<file path="src/rtl/adder_pkg.sv">
// Shared types and helpers for the chunked, pipelined adder/subtractor.
// Latency: none (types only).
// Backpressure: none (types only).
package adder_pkg;

  // Widest datapath the stage record can carry; narrower instances use the low bits.
  localparam int MAX_W = 64;

  function automatic int stages(input int width, input int chunk);
    return width / chunk;
  endfunction

  typedef struct packed {
    logic             vld;
    logic             carry;
    logic [MAX_W-1:0] res;
    logic [MAX_W-1:0] pa;
    logic [MAX_W-1:0] pb;
  } stage_t;

endpackage

</file>
<file path="src/rtl/add_stage.sv">
// One CHUNK-bit ripple slice plus its pipeline register.
// Latency: 1 cycle (registered on advance).
// Backpressure: holds its contents while adv is low; a bubble loads when src.vld is low.
module add_stage
  import adder_pkg::*;
#(
  parameter int CHUNK = 4,
  parameter int K     = 0
) (
  input  logic   clk,
  input  logic   rst_n,
  input  logic   adv,
  input  stage_t src,
  output stage_t q
);

  logic [CHUNK:0] sum;

  assign sum = {1'b0, src.pa[K*CHUNK +: CHUNK]}
             + {1'b0, src.pb[K*CHUNK +: CHUNK]}
             + {{CHUNK{1'b0}}, src.carry};

  // Upper operand chunks ride along unchanged so they stay aligned with their carry.
  always_ff @(posedge clk) begin
    if (!rst_n) begin
      q <= '0;
    end else if (adv) begin
      q                       <= src;
      q.res[K*CHUNK +: CHUNK] <= sum[CHUNK-1:0];
      q.carry                 <= sum[CHUNK];
    end
  end

endmodule

</file>
<file path="src/rtl/pipe_adder.sv">
// Pipelined two's-complement add/sub, one CHUNK-bit slice per stage.
// Latency: WIDTH/CHUNK cycles from accept to out_valid; 1 op/cycle sustained.
// Backpressure: combinational ready chain from out_ready; holds up to WIDTH/CHUNK beats.
module pipe_adder
  import adder_pkg::*;
#(
  parameter int WIDTH = 8,
  parameter int CHUNK = 4
) (
  input  logic             clk,
  input  logic             rst_n,
  input  logic             in_valid,
  output logic             in_ready,
  input  logic [WIDTH-1:0] a,
  input  logic [WIDTH-1:0] b,
  input  logic             cin,
  input  logic             sub,
  output logic             out_valid,
  input  logic             out_ready,
  output logic [WIDTH-1:0] s,
  output logic             cout,
  output logic             ovf
);

  localparam int STAGES = stages(WIDTH, CHUNK);

  if ((CHUNK < 1) || (WIDTH % CHUNK != 0) || (WIDTH > MAX_W)) begin : g_bad_cfg
    $error("pipe_adder: WIDTH must be a multiple of CHUNK and no wider than MAX_W");
  end

  stage_t             head;
  stage_t             q [STAGES];
  logic [STAGES-1:0]  adv;
  logic [WIDTH-1:0]   b_eff;

  // Subtraction is a + ~b + 1.
  assign b_eff = sub ? ~b : b;

  always_comb begin
    head                = '0;
    head.vld            = in_valid;
    head.carry          = sub ? 1'b1 : cin;
    head.pa[WIDTH-1:0]  = a;
    head.pb[WIDTH-1:0]  = b_eff;
  end

  // A stage may load when it is empty or its successor is moving on.
  always_comb begin
    adv             = '0;
    adv[STAGES-1]   = !q[STAGES-1].vld || out_ready;
    for (int k = STAGES - 2; k >= 0; k--) begin
      adv[k] = !q[k].vld || adv[k+1];
    end
  end

  for (genvar k = 0; k < STAGES; k++) begin : g_stage
    stage_t src;
    if (k == 0) begin : g_head
      assign src = head;
    end else begin : g_chain
      assign src = q[k-1];
    end

    add_stage #(
      .CHUNK (CHUNK),
      .K     (k)
    ) u_stage (
      .clk   (clk),
      .rst_n (rst_n),
      .adv   (adv[k]),
      .src   (src),
      .q     (q[k])
    );
  end

  assign in_ready  = adv[0];
  assign out_valid = q[STAGES-1].vld;
  assign s         = q[STAGES-1].res[WIDTH-1:0];
  assign cout      = q[STAGES-1].carry;
  // Carry into the MSB is recovered from the MSB's own sum bit.
  assign ovf       = q[STAGES-1].pa[WIDTH-1] ^ q[STAGES-1].pb[WIDTH-1]
                   ^ q[STAGES-1].res[WIDTH-1] ^ q[STAGES-1].carry;

endmodule

</file>
<file path="config.mk">
export PLATFORM = sky130hd
export DESIGN_NAME = pipe_adder
export DESIGN_NICKNAME = d
export VERILOG_FILES = /design/src/rtl/adder_pkg.sv /design/src/rtl/add_stage.sv /design/src/rtl/pipe_adder.sv
export SDC_FILE = /design/constraint.sdc
export NUM_CORES = 1
export LEC_CHECK = 0
export ABC_AREA = 1
export BUFFER_PORTS_ARGS = -buffer_cell sky130_fd_sc_hd__clkbuf_2
export CORE_ASPECT_RATIO = 0.5
export CORE_MARGIN = 2
export CORE_UTILIZATION = 53
export CTS_BUF_LIST = sky130_fd_sc_hd__clkbuf_8
export DETAILED_ROUTE_END_ITERATION = 7
export GPL_TIMING_DRIVEN = 0
export MAX_ROUTING_LAYER = met4
export PLACE_DENSITY_LB_ADDON = 0.15
export SLEW_MARGIN = 10
export SYNTH_ARGS = -nofsm -noshare
export SYNTH_HDL_FRONTEND = slang
export SYNTH_SLANG_ARGS = --single-unit
export TNS_END_PERCENT = 5
</file>
<file path="constraint.sdc">
create_clock -name clk -period 5.1 [get_ports clk]
set_input_delay 0.51 -clock clk [delete_from_list [all_inputs] [get_ports clk]]
set_output_delay 0.51 -clock clk [all_outputs]
set_load 0.005 [all_outputs]
</file>
==> run_results.csv <==
group,metric,value,unit
route,wire_per_inst,10.8,um
logic_synthesis,synth_cell_type_count,21,
logic_synthesis,yosys_warnings,0,
route,first_pass_iters,4,
timing,min_period,2.01,ns
logic_synthesis,async_flop_share,0,
cts,cts_hold_buf,0,
route,postRouteAntennaNets,0,
worst_setup_path,worstPathArrival,2.18,ns
grt,gr-total-overflow,0,
power,power.density,309,nW/um^2
power,swShare,0.254,
cts,tritoncts,"yes",
grt,gr-usage-all-layers,0.198,
timing,fin_ws,3.09,ns
worst_setup_path,crit_path_start_kind,"input port",
timing,drv_slew,0,
power,combinationalPowerShare,0.216,
power,leakage,0.828,nW
logic_synthesis,synth_area_leader_cell,"dfxtp_1",
timing,clock.fmax,497,MHz
power,internal_power,0.385,mW
cells_and_area,finish.utilization,0.658,
die,rows,13,
cts,cts_resized,0,
grt,grt_max_degree,16,
logic_synthesis,syn_inst,172,
cts,cts.clk_slew.worst_paths,0.09,ns
logic_synthesis,ys_seq_elements,26,
cells_and_area,drive_gt1_frac,0.260,
die,core_area,2540,um^2
cells_and_area,multi_input_area,703,um^2
logic_synthesis,synth-edff-count,0,
placement,dpl_cell_area,1600,um^2
power,share_seq_of_total_power,0.456,
timing,maxSlewHeadroom,0.730,
cells_and_area,largest_registers,"g_stage.u_stage.q (26)",
die,fp.dieH,40.2,um
cells_and_area,regArea,520,um^2
placement,gp_congestion,0.752,
logic_synthesis,synthFlopType,"dfxtp_1",
cells_and_area,largest_reg_flops,26,
timing,min_period_over_period,0.394,
cells_and_area,final_area,1670,um^2
logic_synthesis,ys_seq_area_frac,0.374,
cts,cts_sinks,26,
die,io-pin-count,34,
logic_synthesis,synth_top_cell_area_share,0.374,
placement,dpl.hpwl,1940,um
cts,cts_buffer_depth,2,
route,routed_wl,2640,um
power,power.switching,0.131,mW
route,drt_iter0_markers,60,
timing,worstMarginPinSlew,0.406,ns
cells_and_area,area_growth,19.9,%
timing,fin_tns_setup,0,ns
worst_setup_path,path_class,"in -> reg",
route,vias,1166,
cts,cts_max_level,1,
grt,grt_pass1_vias,1003,
cts,cts_setup_buffers,0,
power,pwr-share-clk,0.328,
timing,setup_violations,0,
logic_synthesis,syn_nets,204,
cells_and_area,diodes,0,
cells_and_area,regMostFlops,"g_stage.u_stage.q",
grt,grt_pass1_wl,4420,um
worst_setup_path,crit_fanout,9,
cts,numCtsBuffers,3,
logic_synthesis,syn_area_per_cell,8.10,um^2
placement,dp_slack,2.80,ns
logic_synthesis,synth_area_leaders,"dfxtp_1 (37%), o21ai_0 (7.9%), nor2_1 (7.0%), fa_1 (5.8%), a21oi_1 (5.4%)",
cts,root_buffer,"clkbuf_8",
timing,hold_viol,0,
worst_hold_path,hold_class,"in -> reg",
route,vias_per_cell,4.76,
job,drv_cap,0,
cts,clkLatencyLatePin,0.27,ns
die,die_area,3080,um^2
die,die_x,76.5,um
run_status,status,"finished, final reports clean",
placement,io_buffers,32,
die,start_util,0.549,
worst_setup_path,critPathRequiredTime,5.27,ns
logic_synthesis,syn_area,1390,um^2
cells_and_area,nets,241,
power,peakVddDrop,0.126,mV
cells_and_area,num-fill-cells,244,
worst_setup_path,end_kind,"flop",
timing,finClkSkew,0.00414,ns
grt,antenna_found_initial,0,
route,drc,0,
timing,rsz0062_at_grt,"false",
[power by group through the flow]
stage          Clock [mW]  Sequential (mW)  Combinational, mW
2_1_floorplan           0            0.238             0.0795
3_3_place_gp            0            0.240              0.109
3_5_place_dp            0            0.240              0.112
4_1_cts             0.174            0.236              0.112
5_1_grt             0.183            0.238              0.129
6_report            0.169            0.236              0.111
[cell type report]
cell class                 count  share of cell area
buffer                        14              0.0629
clock buffer                   3              0.0247
clock inverter                 1              0.0180
sequential                    26               0.312
tap                           37              0.0277
multi-input combinational    115               0.421
timing repair buffer          32              0.0959
inverter                      17              0.0382
[worst max-delay path, cell delays in order]
cell	delay, ns
buf_4	0.17
or2_2	0.31
fa_1	0.43
fa_1	0.43
nand2_1	0.09
a21oi_1	0.06
nor3_1	0.13
nor2_1	0.05
[through the flow]
step                instances  hold slack [ns]  power (mW)
CTS                       245            0.441       0.521
detailed placement        241            0.445       0.352
floorplan                 172            0.430       0.317
global route              245            0.445       0.551
global placement          241            0.437       0.348
finish                    245            0.447       0.517
[synth_stat cells (2+ instances only)]
library cell / number
fa_1: 4
inv_1: 16
nand3_1: 8
nand2_1: 14
nor2_1: 26
ha_1: 6
xor2_1: 8
a21oi_1: 15
xnor2_1: 5
o21ai_0: 22
nor2_4: 2
clkbuf_1: 2
buf_4: 10
dfxtp_1: 26
buf_6: 2
[cell usage in the layout (no fill, tap or decap)]
master / synthesis / final
a21oi_1: 15 / 15
buf_4: 10 / 10
buf_6: 2 / 2
bufinv_16: 0 / 1
clkbuf_1: 2 / 2
clkbuf_2: 0 / 32
clkbuf_8: 0 / 3
dfxtp_1: 26 / 26
fa_1: 4 / 4
ha_1: 6 / 6
inv_1: 16 / 16
inv_2: 1 / 1
nand2_1: 14 / 14
nand2_2: 1 / 1
nand2_4: 1 / 1
nand3_1: 8 / 8
nor2_1: 26 / 26
nor2_4: 2 / 2
nor3_1: 1 / 1
o21a_1: 1 / 1
o21ai_0: 22 / 22
or2_2: 1 / 1
xnor2_1: 5 / 5
xor2_1: 8 / 8
[cell families (layout without fill, tap and decap cells)]
kind of cell / count (synthesis) / after routing / synth area share
AND/OR/NAND/NOR: 54 / 54 / 0.173
XOR/XNOR: 13 / 13 / 0.0818
AO/OA/AOI/OAI: 38 / 38 / 0.138
buffers and inverters: 31 / 67 / 0.121
adder cells (fa/ha/maj): 10 / 10 / 0.111
flip-flops: 26 / 26 / 0.374
[routing by layer]
layer  global-route usage  vias to the layer above  routed length (um)  part of all wire
met3               0.0405                        2                 121             0.046
li1                     -                      614                   -                 -
met4               0.0409                        0                  16            0.0061
met5                    -                        -                   0                 0
met1                0.256                      524                1290              0.49
met2                0.334                       26                1210              0.46
[path summary, 6_finish.rpt]
path | startpoint | to | slack, ns | cells after the start
hold / removal | in_valid | g_stage[0].u_stage.q[193]$_SDFFE_PN0P_ | 0.45 | 2
hold reg to reg | g_stage[0].u_stage.q[131]$_SDFFE_PN0P_ | g_stage[1].u_stage.q[131]$_SDFFE_PN0P_ | 0.45 | 2
setup reg to reg | g_stage[0].u_stage.q[4]$_SDFFE_PN0P_ | g_stage[1].u_stage.q[133]$_SDFFE_PN0P_ | 3.58 | 4
setup / recovery | sub | g_stage[0].u_stage.q[192]$_SDFFE_PN0P_ | 3.09 | 8
Power figures use the tool's default switching activity.
